`config.mk`:
```
export PLATFORM = sky130hd
export DESIGN_NAME = iter_shifter
export DESIGN_NICKNAME = d
export VERILOG_FILES = /design/src/rtl/alu_shift_pkg.sv /design/src/rtl/shift_step.sv /design/src/rtl/iter_shifter.sv
export SDC_FILE = /design/constraint.sdc
export NUM_CORES = 1
export LEC_CHECK = 0
export BUFFER_PORTS_ARGS = -buffer_cell sky130_fd_sc_hd__buf_4
export CAP_MARGIN = 20
export CORE_ASPECT_RATIO = 1.5
export CORE_MARGIN = 3
export CORE_UTILIZATION = 35
export DETAILED_ROUTE_END_ITERATION = 10
export PLACE_DENSITY_LB_ADDON = 0.25
export SYNTH_ARGS = -nofsm -noshare
export SYNTH_HDL_FRONTEND = slang
export SYNTH_SLANG_ARGS = --single-unit
```
`constraint.sdc`:
```
create_clock -name clk -period 2.81 [get_ports clk]
set_input_delay 0.4215 -clock clk [delete_from_list [all_inputs] [get_ports clk]]
set_output_delay 0.4215 -clock clk [all_outputs]
set_load 0.005 [all_outputs]
```
`src/rtl/alu_shift_pkg.sv`:
```
// Op encodings and FSM states shared by the iterative shifter and its step unit.
package alu_shift_pkg;

    typedef enum logic [1:0] {
        OP_SRA = 2'b00,
        OP_SRL = 2'b01,
        OP_SLL = 2'b10,
        OP_ROR = 2'b11
    } op_t;

    typedef enum logic [1:0] {
        ST_IDLE  = 2'b00,
        ST_SHIFT = 2'b01,
        ST_DONE  = 2'b10
    } state_t;

    // Bits needed to hold a shift amount of 0..width inclusive (width a power of two).
    function automatic int amt_bits(input int width);
        return $clog2(width) + 1;
    endfunction

endpackage

```
`src/rtl/shift_step.sv`:
```
// Single combinational shift of 0..STEP positions for one op.
// Zero latency; no flow control, the caller decides when to register the result.
module shift_step
    import alu_shift_pkg::*;
#(
    parameter int WIDTH = 8,
    parameter int CW    = amt_bits(WIDTH)
) (
    input  logic [WIDTH-1:0] data,
    input  op_t              op,
    input  logic [CW-1:0]    k,
    output logic [WIDTH-1:0] result
);

    localparam logic [CW-1:0] W_C = CW'(WIDTH);

    logic [WIDTH-1:0] srl_val;
    logic [WIDTH-1:0] fill_mask;

    always_comb begin
        srl_val   = data >> k;
        fill_mask = ~({WIDTH{1'b1}} >> k);
        result    = srl_val;
        case (op)
            // MSB of the working value is always the captured sign during SRA
            OP_SRA: result = data[WIDTH-1] ? (srl_val | fill_mask) : srl_val;
            OP_SRL: result = srl_val;
            OP_SLL: result = data << k;
            OP_ROR: result = srl_val | (data << (W_C - k));
            default: result = srl_val;
        endcase
    end

endmodule

```
`src/rtl/iter_shifter.sv`:
```
// Iterative shifter: up to STEP positions per cycle, result after 1 + ceil(n/STEP) edges.
// One request in flight; in_ready only in IDLE, result held in DONE until out_ready.
module iter_shifter
    import alu_shift_pkg::*;
#(
    parameter int WIDTH = 8,
    parameter int STEP  = 1
) (
    input  logic             clk,
    input  logic             rst_n,
    input  logic             in_valid,
    output logic             in_ready,
    input  logic [WIDTH-1:0] a,
    input  logic [WIDTH-1:0] b,
    input  logic [1:0]       op,
    input  logic             flush,
    output logic             out_valid,
    input  logic             out_ready,
    output logic [WIDTH-1:0] r,
    output logic             zero
);

    localparam int            LW     = $clog2(WIDTH);
    localparam int            CW     = amt_bits(WIDTH);
    localparam logic [CW-1:0] STEP_C = CW'(STEP);
    localparam logic [CW-1:0] FULL_C = {1'b1, {LW{1'b0}}};

    state_t           state;
    state_t           state_nxt;
    op_t              op_q;
    logic [WIDTH-1:0] work;
    logic [CW-1:0]    n_rem;
    logic [CW-1:0]    n_eff;
    logic [CW-1:0]    k;
    logic [WIDTH-1:0] step_out;
    logic             b_over;
    logic             accept;

    assign in_ready  = (state == ST_IDLE);
    assign out_valid = (state == ST_DONE);
    assign accept    = in_ready && in_valid && !flush;

    // Any set bit above the low LW bits means b >= WIDTH.
    assign b_over = |b[WIDTH-1:LW];

    always_comb begin
        n_eff = {1'b0, b[LW-1:0]};
        if (op_t'(op) != OP_ROR && b_over) begin
            n_eff = FULL_C;
        end
    end

    assign k = (n_rem > STEP_C) ? STEP_C : n_rem;

    shift_step #(
        .WIDTH (WIDTH),
        .CW    (CW)
    ) u_shift_step (
        .data   (work),
        .op     (op_q),
        .k      (k),
        .result (step_out)
    );

    always_ff @(posedge clk) begin
        if (!rst_n) begin
            state <= ST_IDLE;
        end else begin
            state <= state_nxt;
        end
    end

    always_comb begin
        state_nxt = state;
        case (state)
            ST_IDLE:  if (in_valid) state_nxt = ST_SHIFT;
            ST_SHIFT: if (n_rem == '0) state_nxt = ST_DONE;
            ST_DONE:  if (out_ready) state_nxt = ST_IDLE;
            default:  state_nxt = ST_IDLE;
        endcase
        if (flush) begin
            state_nxt = ST_IDLE;
        end
    end

    always_ff @(posedge clk) begin
        if (!rst_n) begin
            work  <= '0;
            op_q  <= OP_SRA;
            n_rem <= '0;
            r     <= '0;
            zero  <= 1'b0;
        end else if (flush) begin
            n_rem <= '0;
            r     <= '0;
            zero  <= 1'b0;
        end else begin
            case (state)
                ST_IDLE: begin
                    if (accept) begin
                        work  <= a;
                        op_q  <= op_t'(op);
                        n_rem <= n_eff;
                    end
                end
                ST_SHIFT: begin
                    if (n_rem != '0) begin
                        work  <= step_out;
                        n_rem <= n_rem - k;
                    end else begin
                        r    <= work;
                        zero <= (work == '0);
                    end
                end
                ST_DONE: begin
                    if (out_ready) begin
                        r    <= '0;
                        zero <= 1'b0;
                    end
                end
                default: begin
                    n_rem <= '0;
                    r     <= '0;
                    zero  <= 1'b0;
                end
            endcase
        end
    end

endmodule

```
==> report_table.html, run 1 <==
<table>
<tr><th>Metric</th><th>Value</th></tr>
<tr><th colspan="2">Worst setup path</th></tr>
<tr><td>Classification of the worst setup path</td><td>reg2reg</td></tr>
<tr><td>Worst Setup SP</td><td>n_rem[3]</td></tr>
<tr><td>Worst setup path endpoint</td><td>work[7]</td></tr>
<tr><td>Data required time of the critical path</td><td>3.00 ns</td></tr>
<tr><td>Critical path capture point type</td><td>flip-flop</td></tr>
<tr><td>Launching element type of the critical path</td><td>flip-flop</td></tr>
<tr><td>Critical R2R Launch</td><td>n_rem[3]</td></tr>
<tr><td>Data arrival, critical path</td><td>2.55 ns</td></tr>
<tr><td>FF-to-FF path depth</td><td>7</td></tr>
<tr><td>Largest fanout on the critical path</td><td>8</td></tr>
<tr><td>Crit Reg-Reg Endpoint</td><td>work[7]</td></tr>
<tr><td>Internal reg-to-reg setup slack</td><td>0.45 ns</td></tr>
<tr><th colspan="2">GRT</th></tr>
<tr><td>Total routing usage reported by global routing</td><td>17.56%</td></tr>
<tr><td>Remaining Overflow, GRT</td><td>0</td></tr>
<tr><td>Maximum number of pins on one net before global-route repair</td><td>20</td></tr>
<tr><td>Wire length of the first global-routing pass</td><td>7.217 mm</td></tr>
<tr><td>Initial antenna violation count</td><td>0</td></tr>
<tr><td>Via count of the first global-routing pass</td><td>1,592</td></tr>
<tr><th colspan="2">Logic synthesis</th></tr>
<tr><td>Most common flop cell mapped by yosys</td><td>dfxtp_1</td></tr>
<tr><td>Gate count after technology mapping</td><td>202</td></tr>
<tr><td>Unique cell type count in the Yosys netlist</td><td>41</td></tr>
<tr><td>Fraction of the mapped netlist area in compound gates</td><td>29.08%</td></tr>
<tr><td>Sequential share of the synthesized area</td><td>32.13%</td></tr>
<tr><td>Synthesized-area fraction occupied by adder cells</td><td>4.819%</td></tr>
<tr><td>Main combinational cell family by area after synthesis</td><td>compound AO/OA/AOI/OAI gates</td></tr>
<tr><td>Xor and xnor fraction of the mapped netlist area</td><td>0%</td></tr>
<tr><td>Post-synthesis sequential element count</td><td>25</td></tr>
<tr><td>Post-synth design cell area</td><td>0.001558 mm²</td></tr>
<tr><td>Multiplexer share of the synthesized area</td><td>2.651%</td></tr>
<tr><td>Async set-or-reset flop fraction in the synthesized netlist</td><td>0%</td></tr>
<tr><td>Simple logic cell fraction of the synthesized area</td><td>24.90%</td></tr>
<tr><td>Number of warnings reported in the yosys synthesis log</td><td>0</td></tr>
<tr><td>Mean cell area of the mapped netlist</td><td>7.712 µm²</td></tr>
<tr><td>EDFF count, synth</td><td>0</td></tr>
<tr><th colspan="2">Placed design</th></tr>
<tr><td>Detailed placer's ending HPWL</td><td>3.271 mm</td></tr>
<tr><td>RD Place Congestion</td><td>0.8751</td></tr>
<tr><td>Number of input and output port buffers inserted</td><td>33</td></tr>
<tr><th colspan="2">Finish</th></tr>
<tr><td>Total number of nets in the final design</td><td>259</td></tr>
<tr><td>Commonest non-fill, non-tap cells in the layout</td><td>buf_4, dfxtp_1, nor2_1, nand2_1, o21ai_0</td></tr>
<tr><td>Fillers</td><td>426</td></tr>
<tr><td>Commonest non-fill, non-tap cell in the layout</td><td>buf_4</td></tr>
<tr><td>Multi-input combinational cell area</td><td>972.2 µm²</td></tr>
<tr><td>Number of antenna cells inserted</td><td>0</td></tr>
<tr><td>Layout cells sized above 1</td><td>20.09%</td></tr>
<tr><td>Growth of design area from synthesis to finish</td><td>21.12%</td></tr>
<tr><td>Combined flip-flop and latch cell area</td><td>500.5 µm²</td></tr>
<tr><th colspan="2">STA</th></tr>
<tr><td>Final total negative setup slack</td><td>0 ns</td></tr>
<tr><td>Post-route worst hold slack</td><td>0.4115 ns</td></tr>
<tr><td>Minimum clock period</td><td>2.359 ns</td></tr>
<tr><td>Final-report setup violation count</td><td>0</td></tr>
<tr><td>Max Transition Viols Final</td><td>0</td></tr>
<tr><td>Final hold violation count</td><td>0</td></tr>
<tr><td>Transition time at the pin with the least slew margin</td><td>0.5911 ns</td></tr>
<tr><td>RSZ-0062 raised after global routing</td><td>false</td></tr>
<tr><td>Max frequency</td><td>423.8 MHz</td></tr>
<tr><td>Relative slew slack</td><td>60.59%</td></tr>
<tr><td>Ratio of final minimum period to clock period</td><td>83.96%</td></tr>
<tr><td>Clock Skews</td><td>0.003723 ns</td></tr>
<tr><th colspan="2">Drt</th></tr>
<tr><td>Post-route DRC</td><td>0</td></tr>
<tr><td>Post-detailed-routing wire length</td><td>4.359 mm</td></tr>
<tr><td>Number of vias per cell after detailed routing</td><td>5.811</td></tr>
<tr><td>Average wire per standard cell</td><td>15.85 µm</td></tr>
<tr><td>Residual antenna-violating net count after detailed routing</td><td>0</td></tr>
<tr><td>Vias post-DR</td><td>1,598</td></tr>
<tr><td>First-pass DRT Iterations</td><td>4</td></tr>
<tr><td>1st-iter DRT viols</td><td>42</td></tr>
<tr><th colspan="2">Die</th></tr>
<tr><td>Total die area</td><td>0.005304 mm²</td></tr>
<tr><td>Vertical die dimension</td><td>87.71 µm</td></tr>
<tr><td>IO Count</td><td>34</td></tr>
<tr><td>Initial Utilization</td><td>36.69%</td></tr>
<tr><td>X dimension of the die</td><td>60.47 µm</td></tr>
<tr><td>Core Area</td><td>0.004245 mm²</td></tr>
<tr><td>Core Rows</td><td>29</td></tr>
<tr><th colspan="2">Power</th></tr>
<tr><td>Total power density per cell area</td><td>413.1 mW/mm²</td></tr>
<tr><td>Leakage</td><td>0.7274 nW</td></tr>
<tr><td>Worst ir drop on vdd</td><td>0.2357 mV</td></tr>
<tr><th colspan="2">Outcome</th></tr>
<tr><td>Run status</td><td>finished, final reports clean</td></tr>
<tr><th colspan="2">CTS</th></tr>
<tr><td>Root Driver</td><td>clkbuf_8</td></tr>
<tr><td>CTS clock-pin slew for the worst setup and hold paths</td><td>0.09 ns</td></tr>
<tr><td>Latest clock arrival within the worst-skew pair</td><td>0.27 ns</td></tr>
<tr><td>Total number of clock tree sinks</td><td>25</td></tr>
<tr><td>TritonCTS clock tree</td><td>yes</td></tr>
<tr><td>Number of buffers inserted by hold repair at cts</td><td>0</td></tr>
<tr><td>H-tree depth</td><td>1</td></tr>
<tr><td>TritonCTS Buffers</td><td>3</td></tr>
<tr><td># resized after CTS</td><td>0</td></tr>
<tr><td>Post-CTS setup buffers</td><td>0</td></tr>
<tr><td>Number of buffers on the longest clock path</td><td>2</td></tr>
<tr><th colspan="2">Run</th></tr>
<tr><td>Max_cap viols</td><td>0</td></tr>
<tr><th colspan="2">Worst hold path</th></tr>
<tr><td>Class of the tightest hold or removal check</td><td>in2reg</td></tr>
</table>
[cells by family (layout without fill, tap and decap cells)]
| family | Yosys count | count (layout) |
|---|---|---|
| AND/OR/NAND/NOR | 74 | 74 |
| AO/OA/AOI/OAI | 67 | 67 |
| flip-flops | 25 | 25 |
| buffers and inverters | 24 | 49 |
| adder cells (fa/ha/maj) | 6 | 6 |
| multiplexers | 4 | 4 |
| other | 2 | 4 |
[layout make-up]
type,instances,area share [%]
well taps,46,3.050
clock inverters,1,0.3979
clock buffers,3,2.188
multi-input cells,155,51.53
inverters,8,1.592
repair buffers,37,14.72
flip-flops and latches,25,26.53
[registers in the layout, indices dropped and copies added, names as in the netlist]
register	cells
work	8
op_q	2
state	2
zero	1
n_rem	4
r	8
[per-layer routing]
metal | up-vias | wire (µm) | GRT usage, %
met5 | - | 0 | 0
met1 | 761 | 1824 | 21.04
met3 | 6 | 107 | 1.770
met2 | 33 | 2350 | 31.89
met4 | 0 | 76 | 5.720
li1 | 798 | - | -
[critical path, cell delays in order, from the launching register on]
cell and delay (ns):
dfxtp_1 0.36, nor4_4 0.30, ha_1 0.20, ha_1 0.31, o21ai_0 0.41, a221oi_1 0.15
or3_1 0.32, a221oi_1 0.22
[power breakdown]
part           internal, W  total, W  leakage (nW)  switching [W]
registers         0.000366  0.000393         0.203      0.0000265
clock network     0.000101  0.000224        0.0217       0.000123
logic            0.0000746  0.000163         0.503      0.0000881
total             0.000542  0.000779         0.727       0.000238
[stage by stage]
step / instances / utilization, % / power, W / setup WS, ns / instance area (µm²)
after floorplan: 204 / - / 0.0005000 / 0.1167 / 1565
after global placement: 271 / 43.30 / 0.0005625 / 0.5161 / 1838
after detailed placement: 271 / 43.30 / 0.0005627 / 0.4816 / 1838
after CTS: 275 / 44.44 / 0.0007835 / 0.4553 / 1887
after global routing: 275 / 44.44 / 0.0008176 / 0.2052 / 1887
final: 275 / 44.44 / 0.0007794 / 0.4507 / 1887
[worst min-delay path by stage]
stage | depth (start not counted) | startpoint | to
3_3_place_gp | 2 | zero | zero
2_1_floorplan | 2 | zero | zero
4_1_cts | 3 | op[1] | op_q[1]
3_5_place_dp | 2 | zero | zero
5_1_grt | 3 | op[0] | op_q[0]
6_report | 3 | op[1] | op_q[1]
[cells in the mapped netlist (all sizes together), types with 3 or more instances]
| library cell | n | area [µm²] |
|---|---|---|
| nor3 | 4 | 20.02 |
| buf | 3 | 13.76 |
| inv | 8 | 30.03 |
| nand2 | 18 | 67.56 |
| o221ai | 3 | 26.28 |
| nor2b | 6 | 37.54 |
| a22oi | 10 | 75.07 |
| or4 | 5 | 37.54 |
| o22ai | 5 | 31.28 |
| a31oi | 3 | 18.77 |
| nor2 | 19 | 73.82 |
| nand2b | 3 | 18.77 |
| nand3 | 10 | 50.05 |
| nand3b | 3 | 22.52 |
| mux2i | 3 | 30.03 |
| clkbuf | 13 | 48.80 |
| dfxtp | 25 | 500.5 |
| a21oi | 13 | 65.06 |
| o21ai | 15 | 75.07 |
| ha | 6 | 75.07 |
Note: power is estimated with default switching activity, not from simulation.
==> run 2: changes to the inputs <==
Clock period 2.81 ns to 2.4 ns, I/O delays scaled along.
==> report_table.html, run 2 (synthesis results as in run 1) <==
<table>
<tr><th>Metric</th><th>Value</th></tr>
<tr><th colspan="2">Drt</th></tr>
<tr><td>First-pass DRT Iterations</td><td>4 (unchanged)</td></tr>
<tr><td>Post-route DRC</td><td>0 (unchanged)</td></tr>
<tr><td>Post-detailed-routing wire length</td><td>4.451 mm (was 4.359 mm)</td></tr>
<tr><td>Number of vias per cell after detailed routing</td><td>5.828 (was 5.811)</td></tr>
<tr><td>Average wire per standard cell</td><td>15.95 µm (was 15.85 µm)</td></tr>
<tr><td>Vias post-DR</td><td>1,626 (was 1,598)</td></tr>
<tr><td>1st-iter DRT viols</td><td>50 (was 42)</td></tr>
<tr><td>Residual antenna-violating net count after detailed routing</td><td>0 (unchanged)</td></tr>
<tr><th colspan="2">CTS</th></tr>
<tr><td>TritonCTS clock tree</td><td>yes (unchanged)</td></tr>
<tr><td>Root Driver</td><td>clkbuf_8 (unchanged)</td></tr>
<tr><td>H-tree depth</td><td>1 (unchanged)</td></tr>
<tr><td>Number of buffers on the longest clock path</td><td>2 (unchanged)</td></tr>
<tr><td># resized after CTS</td><td>0 (unchanged)</td></tr>
<tr><td>Total number of clock tree sinks</td><td>25 (unchanged)</td></tr>
<tr><td>TritonCTS Buffers</td><td>3 (unchanged)</td></tr>
<tr><td>CTS clock-pin slew for the worst setup and hold paths</td><td>0.09 ns (about the same)</td></tr>
<tr><td>Number of buffers inserted by hold repair at cts</td><td>0 (unchanged)</td></tr>
<tr><td>Latest clock arrival within the worst-skew pair</td><td>0.27 ns (about the same)</td></tr>
<tr><td>Post-CTS setup buffers</td><td>0 (unchanged)</td></tr>
<tr><th colspan="2">Finish</th></tr>
<tr><td>Commonest non-fill, non-tap cells in the layout</td><td>buf_4, dfxtp_1, nor2_1, nand2_1, o21ai_0 (unchanged)</td></tr>
<tr><td>Multi-input combinational cell area</td><td>992.2 µm² (was 972.2 µm²)</td></tr>
<tr><td>Final std cells w/o fill</td><td>279 (was 275)</td></tr>
<tr><td>Registers with the most flip-flops</td><td>r: 8 flops, work: 8 flops, n_rem: 4 flops (unchanged)</td></tr>
<tr><td>Number of antenna cells inserted</td><td>0 (unchanged)</td></tr>
<tr><td>Fillers</td><td>451 (was 426)</td></tr>
<tr><td>Growth of design area from synthesis to finish</td><td>24.50% (was 21.12%)</td></tr>
<tr><td>Layout cells sized above 1</td><td>22.75% (was 20.09%)</td></tr>
<tr><td>Total number of nets in the final design</td><td>263 (was 259)</td></tr>
<tr><td>Combined flip-flop and latch cell area</td><td>504.2 µm² (was 500.5 µm²)</td></tr>
<tr><td>Commonest non-fill, non-tap cell in the layout</td><td>buf_4 (unchanged)</td></tr>
<tr><th colspan="2">GRT</th></tr>
<tr><td>Total routing usage reported by global routing</td><td>18.25% (was 17.56%)</td></tr>
<tr><td>Wire length of the first global-routing pass</td><td>7.403 mm (was 7.217 mm)</td></tr>
<tr><td>Initial antenna violation count</td><td>0 (unchanged)</td></tr>
<tr><td>Remaining Overflow, GRT</td><td>0 (unchanged)</td></tr>
<tr><td>Maximum number of pins on one net before global-route repair</td><td>17 (was 20)</td></tr>
<tr><td>Via count of the first global-routing pass</td><td>1,584 (was 1,592)</td></tr>
<tr><th colspan="2">Die</th></tr>
<tr><td>X dimension of the die</td><td>60.47 µm (unchanged)</td></tr>
<tr><td>Core Rows</td><td>29 (unchanged)</td></tr>
<tr><td>Total die area</td><td>0.005304 mm² (unchanged)</td></tr>
<tr><td>IO Count</td><td>34 (unchanged)</td></tr>
<tr><td>Vertical die dimension</td><td>87.71 µm (unchanged)</td></tr>
<tr><td>Initial Utilization</td><td>36.69% (unchanged)</td></tr>
<tr><td>Core Area</td><td>0.004245 mm² (unchanged)</td></tr>
<tr><th colspan="2">Worst hold path</th></tr>
<tr><td>Class of the tightest hold or removal check</td><td>in2reg (unchanged)</td></tr>
<tr><th colspan="2">STA</th></tr>
<tr><td>RSZ-0062 raised after global routing</td><td>false (unchanged)</td></tr>
<tr><td>Relative slew slack</td><td>63.78% (was 60.59%)</td></tr>
<tr><td>Max frequency</td><td>453.7 MHz (was 423.8 MHz)</td></tr>
<tr><td>Max Transition Viols Final</td><td>0 (unchanged)</td></tr>
<tr><td>Final total negative setup slack</td><td>0 ns (unchanged)</td></tr>
<tr><td>Ratio of final minimum period to clock period</td><td>91.83% (was 83.96%)</td></tr>
<tr><td>Final hold violation count</td><td>0 (unchanged)</td></tr>
<tr><td>Clock Skews</td><td>0.001509 ns (was 0.003723 ns)</td></tr>
<tr><td>Minimum clock period</td><td>2.204 ns (was 2.359 ns)</td></tr>
<tr><td>Transition time at the pin with the least slew margin</td><td>0.5376 ns (was 0.5911 ns)</td></tr>
<tr><td>Final-report setup violation count</td><td>0 (unchanged)</td></tr>
<tr><th colspan="2">Run</th></tr>
<tr><td>Max_cap viols</td><td>0 (unchanged)</td></tr>
<tr><th colspan="2">Worst setup path</th></tr>
<tr><td>Launching element type of the critical path</td><td>flip-flop (unchanged)</td></tr>
<tr><td>Data required time of the critical path</td><td>2.58 ns (was 3.00 ns)</td></tr>
<tr><td>Largest fanout on the critical path</td><td>8 (unchanged)</td></tr>
<tr><td>Internal reg-to-reg setup slack</td><td>0.20 ns (was 0.45 ns)</td></tr>
<tr><td>Critical path capture point type</td><td>flip-flop (unchanged)</td></tr>
<tr><td>Classification of the worst setup path</td><td>reg2reg (unchanged)</td></tr>
<tr><td>Data arrival, critical path</td><td>2.39 ns (was 2.55 ns)</td></tr>
<tr><th colspan="2">Placed design</th></tr>
<tr><td>Post-placement cell count</td><td>275 (was 271)</td></tr>
<tr><td>Number of input and output port buffers inserted</td><td>33 (unchanged)</td></tr>
<tr><td>RD Place Congestion</td><td>0.8477 (was 0.8751)</td></tr>
<tr><td>Detailed placer's ending HPWL</td><td>3.454 mm (was 3.271 mm)</td></tr>
<tr><th colspan="2">Power</th></tr>
<tr><td>Total power</td><td>0.0009259 W (was 0.0007794 W)</td></tr>
<tr><td>Worst ir drop on vdd</td><td>0.3123 mV (was 0.2357 mV)</td></tr>
<tr><td>Leakage</td><td>0.7559 nW (was 0.7274 nW)</td></tr>
<tr><td>Total power density per cell area</td><td>477.4 mW/mm² (was 413.1 mW/mm²)</td></tr>
<tr><th colspan="2">Outcome</th></tr>
<tr><td>Run status</td><td>finished, final reports clean (unchanged)</td></tr>
</table>
run 2: report_power, final:
part | switching, W | internal, W
clock | 0.000141 | 0.000119
sequential | 0.0000322 | 0.000428
combinational | 0.000108 | 0.0000973
total | 0.000282 | 0.000644
run 2: per-layer routing:
metal	up-vias	wire (µm)	GRT usage (%)	share of wire, %
li1	812	-	-	-
met1	775	1772	21.17	40
met2	30	2435	32.87	55
met3	9	128	2.212	2.9
met4	0	115	7.495	2.6
met5	-	0	0	0
run 2: worst max-delay path, cell delays in order, from the launching register on:
cell      delay (ns)
dfxtp_4         0.37
nor4_4          0.33
ha_4            0.18
ha_1            0.32
o21ai_2         0.23
a221oi_1        0.11
or3_1           0.32
a221oi_1        0.26
run 2: path summary, 6_finish.rpt:
kind	startpoint	to	cells after the start
max reg2reg	n_rem[2]	work[7]	7
max	n_rem[2]	work[7]	7
min	op[1]	op_q[1]	3
min reg2reg	zero	zero	2
run 2: stage by stage:
stage / util (%) / hold slack, ns / cell area [µm²] / worst slack (ns)
after detailed placement: 44.56 / 0.4605 / 1892 / 0.2232
after floorplan: - / 0.4505 / 1609 / 0.5255
after global placement: 44.56 / 0.4549 / 1892 / 0.2713
after CTS: 45.68 / 0.3459 / 1939 / 0.2047
after global routing: 45.68 / 0.3498 / 1939 / 0.09192
final: 45.68 / 0.3558 / 1939 / 0.1961
run 2: cell type report:
type,count,share of cell area [%]
Multi-Input combinational cell,155,51.16
Sequential cell,25,26.00
Timing Repair Buffer,41,15.87
Tap cell,46,2.968
Clock buffer,3,2.129
Inverter,8,1.548
Clock inverter,1,0.3226
==> run 3: changes to the inputs <==
Settings changed: CELL_PAD_IN_SITES_DETAIL_PLACEMENT set to 1, CELL_PAD_IN_SITES_GLOBAL_PLACEMENT set to 2, CORE_UTILIZATION 35 to 30.
==> report_table.html, run 3 (synthesis results as in run 1) <==
<table>
<tr><th>Metric</th><th>Value</th></tr>
<tr><th colspan="2">STA</th></tr>
<tr><td>Minimum clock period</td><td>2.213 ns (was 2.204 ns)</td></tr>
<tr><td>Max Transition Viols Final</td><td>0 (unchanged)</td></tr>
<tr><td>RSZ-0062 raised after global routing</td><td>false (unchanged)</td></tr>
<tr><td>Relative slew slack</td><td>59.70% (was 63.78%)</td></tr>
<tr><td>Transition time at the pin with the least slew margin</td><td>0.6045 ns (was 0.5376 ns)</td></tr>
<tr><td>Final hold violation count</td><td>0 (unchanged)</td></tr>
<tr><td>Final total negative setup slack</td><td>0 ns (unchanged)</td></tr>
<tr><td>Clock Skews</td><td>0.001890 ns (was 0.001509 ns)</td></tr>
<tr><td>Ratio of final minimum period to clock period</td><td>92.20% (was 91.83%)</td></tr>
<tr><td>Final-report setup violation count</td><td>0 (unchanged)</td></tr>
<tr><td>Post-route worst hold slack</td><td>0.3499 ns (was 0.3558 ns)</td></tr>
<tr><td>Max frequency</td><td>451.9 MHz (was 453.7 MHz)</td></tr>
<tr><th colspan="2">CTS</th></tr>
<tr><td>Root Driver</td><td>clkbuf_8 (unchanged)</td></tr>
<tr><td>Number of buffers on the longest clock path</td><td>2 (unchanged)</td></tr>
<tr><td>TritonCTS clock tree</td><td>yes (unchanged)</td></tr>
<tr><td>CTS clock-pin slew for the worst setup and hold paths</td><td>0.09 ns (about the same)</td></tr>
<tr><td>Latest clock arrival within the worst-skew pair</td><td>0.27 ns (about the same)</td></tr>
<tr><td>Post-CTS setup buffers</td><td>0 (unchanged)</td></tr>
<tr><td>TritonCTS Buffers</td><td>3 (unchanged)</td></tr>
<tr><td>Total number of clock tree sinks</td><td>25 (unchanged)</td></tr>
<tr><td>H-tree depth</td><td>1 (unchanged)</td></tr>
<tr><th colspan="2">Placed design</th></tr>
<tr><td>Number of input and output port buffers inserted</td><td>33 (unchanged)</td></tr>
<tr><td>Detailed placer's ending HPWL</td><td>4.030 mm (was 3.454 mm)</td></tr>
<tr><td>Post-placement cell count</td><td>293 (was 275)</td></tr>
<tr><td>Placed inst area</td><td>0.001902 mm² (was 0.001892 mm²)</td></tr>
<tr><td>RD Place Congestion</td><td>0.8881 (was 0.8477)</td></tr>
<tr><th colspan="2">GRT</th></tr>
<tr><td>Remaining Overflow, GRT</td><td>0 (unchanged)</td></tr>
<tr><td>Total routing usage reported by global routing</td><td>17.71% (was 18.25%)</td></tr>
<tr><td>Wire length of the first global-routing pass</td><td>8.459 mm (was 7.403 mm)</td></tr>
<tr><td>Via count of the first global-routing pass</td><td>1,677 (was 1,584)</td></tr>
<tr><td>Maximum number of pins on one net before global-route repair</td><td>17 (unchanged)</td></tr>
<tr><td>Initial antenna violation count</td><td>0 (unchanged)</td></tr>
<tr><th colspan="2">Worst setup path</th></tr>
<tr><td>Largest fanout on the critical path</td><td>8 (unchanged)</td></tr>
<tr><td>Critical R2R Launch</td><td>n_rem[2] (unchanged)</td></tr>
<tr><td>Slowest library cell on the worst path</td><td>dfxtp_4 (unchanged)</td></tr>
<tr><td>Internal reg-to-reg setup slack</td><td>0.19 ns (was 0.20 ns)</td></tr>
<tr><td>Crit Reg-Reg Endpoint</td><td>work[7] (unchanged)</td></tr>
<tr><td>Bufs and invs on worst path</td><td>0 (unchanged)</td></tr>
<tr><td>Launching element type of the critical path</td><td>flip-flop (unchanged)</td></tr>
<tr><td>Data arrival, critical path</td><td>2.40 ns (was 2.39 ns)</td></tr>
<tr><td>Classification of the worst setup path</td><td>reg2reg (unchanged)</td></tr>
<tr><td>Data required time of the critical path</td><td>2.59 ns (was 2.58 ns)</td></tr>
<tr><td>Cell repeated most along the worst path</td><td>a221oi_1 (unchanged)</td></tr>
<tr><td>Category of cells accounting for the largest share of critical-path delay</td><td>simple AND/OR/NAND/NOR gates (unchanged)</td></tr>
<tr><td>Cells along the critical path</td><td>nor4_4 -&gt; ha_4 -&gt; ha_2 -&gt; mux2_4 -&gt; a221oi_1 -&gt; or3_1 -&gt; a221oi_1 (was nor4_4 -&gt; ha_4 -&gt; ha_1 -&gt; o21ai_2 -&gt; a221oi_1 -&gt; or3_1 -&gt; a221oi_1)</td></tr>
<tr><td>Critical path depth in cells</td><td>7 (unchanged)</td></tr>
<tr><td>Critical path capture point type</td><td>flip-flop (unchanged)</td></tr>
<tr><td>FF-to-FF path depth</td><td>7 (unchanged)</td></tr>
<tr><td>Maximum cell stage delay along the critical path</td><td>0.37 ns (about the same)</td></tr>
<tr><th colspan="2">Drt</th></tr>
<tr><td>First-pass DRT Iterations</td><td>4 (unchanged)</td></tr>
<tr><td>Residual antenna-violating net count after detailed routing</td><td>0 (unchanged)</td></tr>
<tr><td>Average wire per standard cell</td><td>17.29 µm (was 15.95 µm)</td></tr>
<tr><td>Number of vias per cell after detailed routing</td><td>5.508 (was 5.828)</td></tr>
<tr><td>Post-route DRC</td><td>0 (unchanged)</td></tr>
<tr><td>1st-iter DRT viols</td><td>54 (was 50)</td></tr>
<tr><td>Post-detailed-routing wire length</td><td>5.135 mm (was 4.451 mm)</td></tr>
<tr><td>Vias post-DR</td><td>1,636 (was 1,626)</td></tr>
<tr><th colspan="2">Power</th></tr>
<tr><td>Worst ir drop on vdd</td><td>0.1633 mV (was 0.3123 mV)</td></tr>
<tr><td>Total power density per cell area</td><td>477.5 mW/mm² (was 477.4 mW/mm²)</td></tr>
<tr><td>Leakage</td><td>0.7451 nW (was 0.7559 nW)</td></tr>
<tr><th colspan="2">Die</th></tr>
<tr><td>Total die area</td><td>0.006111 mm² (was 0.005304 mm²)</td></tr>
<tr><td>X dimension of the die</td><td>64.84 µm (was 60.47 µm)</td></tr>
<tr><td>Initial Utilization</td><td>31.62% (was 36.69%)</td></tr>
<tr><td>Core Area</td><td>0.004926 mm² (was 0.004245 mm²)</td></tr>
<tr><td>Core Rows</td><td>31 (was 29)</td></tr>
<tr><td>IO Count</td><td>34 (unchanged)</td></tr>
<tr><td>Vertical die dimension</td><td>94.26 µm (was 87.71 µm)</td></tr>
<tr><th colspan="2">Finish</th></tr>
<tr><td>Combined flip-flop and latch cell area</td><td>504.2 µm² (unchanged)</td></tr>
<tr><td>Final std cells w/o fill</td><td>297 (was 279)</td></tr>
<tr><td>Fillers</td><td>630 (was 451)</td></tr>
<tr><td>Commonest non-fill, non-tap cells in the layout</td><td>buf_4, dfxtp_1, nor2_1, nand2_1, o21ai_0 (unchanged)</td></tr>
<tr><td>Post-Layout Inst Area</td><td>0.001958 mm² (was 0.001939 mm²)</td></tr>
<tr><td>Post-Route Utilization</td><td>39.75% (was 45.68%)</td></tr>
<tr><td>Layout cells sized above 1</td><td>22.51% (was 22.75%)</td></tr>
<tr><td>Number of antenna cells inserted</td><td>0 (unchanged)</td></tr>
<tr><td>Registers with the most flip-flops</td><td>r: 8 flops, work: 8 flops, n_rem: 4 flops (unchanged)</td></tr>
<tr><td>Commonest non-fill, non-tap cell in the layout</td><td>buf_4 (unchanged)</td></tr>
<tr><td>Growth of design area from synthesis to finish</td><td>25.70% (was 24.50%)</td></tr>
<tr><td>Total number of nets in the final design</td><td>261 (was 263)</td></tr>
<tr><td>Multi-input combinational cell area</td><td>0.001002 mm² (was 992.2 µm²)</td></tr>
<tr><th colspan="2">Run</th></tr>
<tr><td>Max_cap viols</td><td>0 (unchanged)</td></tr>
<tr><th colspan="2">Worst hold path</th></tr>
<tr><td>Cell depth of the worst hold path</td><td>3 (unchanged)</td></tr>
<tr><td>Class of the tightest hold or removal check</td><td>in2reg (unchanged)</td></tr>
<tr><td>Launch point of the worst hold path</td><td>a[0] (was op[1])</td></tr>
<tr><td>Sink of the worst hold path</td><td>work[0] (was op_q[1])</td></tr>
<tr><th colspan="2">Outcome</th></tr>
<tr><td>Run status</td><td>finished, final reports clean (unchanged)</td></tr>
</table>
==> run 3: cell types whose count changed in the layout (fill, tap and decap cells not counted), sizes merged <==
cell    previous run  this run
buf               41        39
clkinv             0         1
inv                9         8
==> run 3: timing repair <==
| action | 4_1_cts | 5_1_grt |
|---|---|---|
| gates resized for setup | 0 | 2 |
| hold buffers | 0 | 0 |
| endpoints found under the setup margin | 0 | 1 |
==> run 3: how the worst max path moves through the flow <==
stage	start	end	slack, ns
after global placement	n_rem[2]	work[7]	0.28
final	n_rem[2]	work[7]	0.19
after CTS	n_rem[2]	work[7]	0.14
after floorplan	n_rem[2]	zero	0.53
after detailed placement	n_rem[2]	work[7]	0.19
after global routing	n_rem[2]	work[7]	0.01
==> run 3: per-layer routing <==
| layer | global-route usage (%) | vias to the layer above | wire length (µm) |
|---|---|---|---|
| met1 | 20.33 | 781 | 1991 |
| li1 | - | 799 | - |
| met3 | 2.156 | 13 | 193 |
| met5 | 0 | - | 0 |
| met2 | 31.43 | 43 | 2776 |
| met4 | 9.171 | 0 | 174 |
==> run 3: power by group <==
part	switching (W)	internal, W	leakage, nW
clock	0.000145	0.000117	0.0255
sequential	0.0000320	0.000428	0.204
combinational	0.000116	0.0000970	0.516
total	0.000293	0.000642	0.745
==> run 3: cell type report <==
| class | instances | area share (%) |
|---|---|---|
| timing repair buffer | 39 | 14.95 |
| inverter | 8 | 1.534 |
| multi-input combinational | 155 | 51.18 |
| clock inverter | 1 | 0.2556 |
| sequential | 25 | 25.75 |
| tap | 66 | 4.217 |
| clock buffer | 3 | 2.109 |
==> run 3: through the flow <==
stage	setup WS, ns	power, W
2_1_floorplan	0.5255	0.0005965
3_3_place_gp	0.2808	0.0006740
3_5_place_dp	0.1887	0.0006793
4_1_cts	0.1403	0.0009389
5_1_grt	0.01206	0.0009844
6_report	0.1872	0.0009350
==> run 3: worst reg2reg max path, delay by kind of cell, from the launching register on <==
kind,cells,cell delay [ns]
simple gates,2,0.68
mux,1,0.23
flops,1,0.37
compound gates,2,0.33
fa+ha+maj,2,0.51
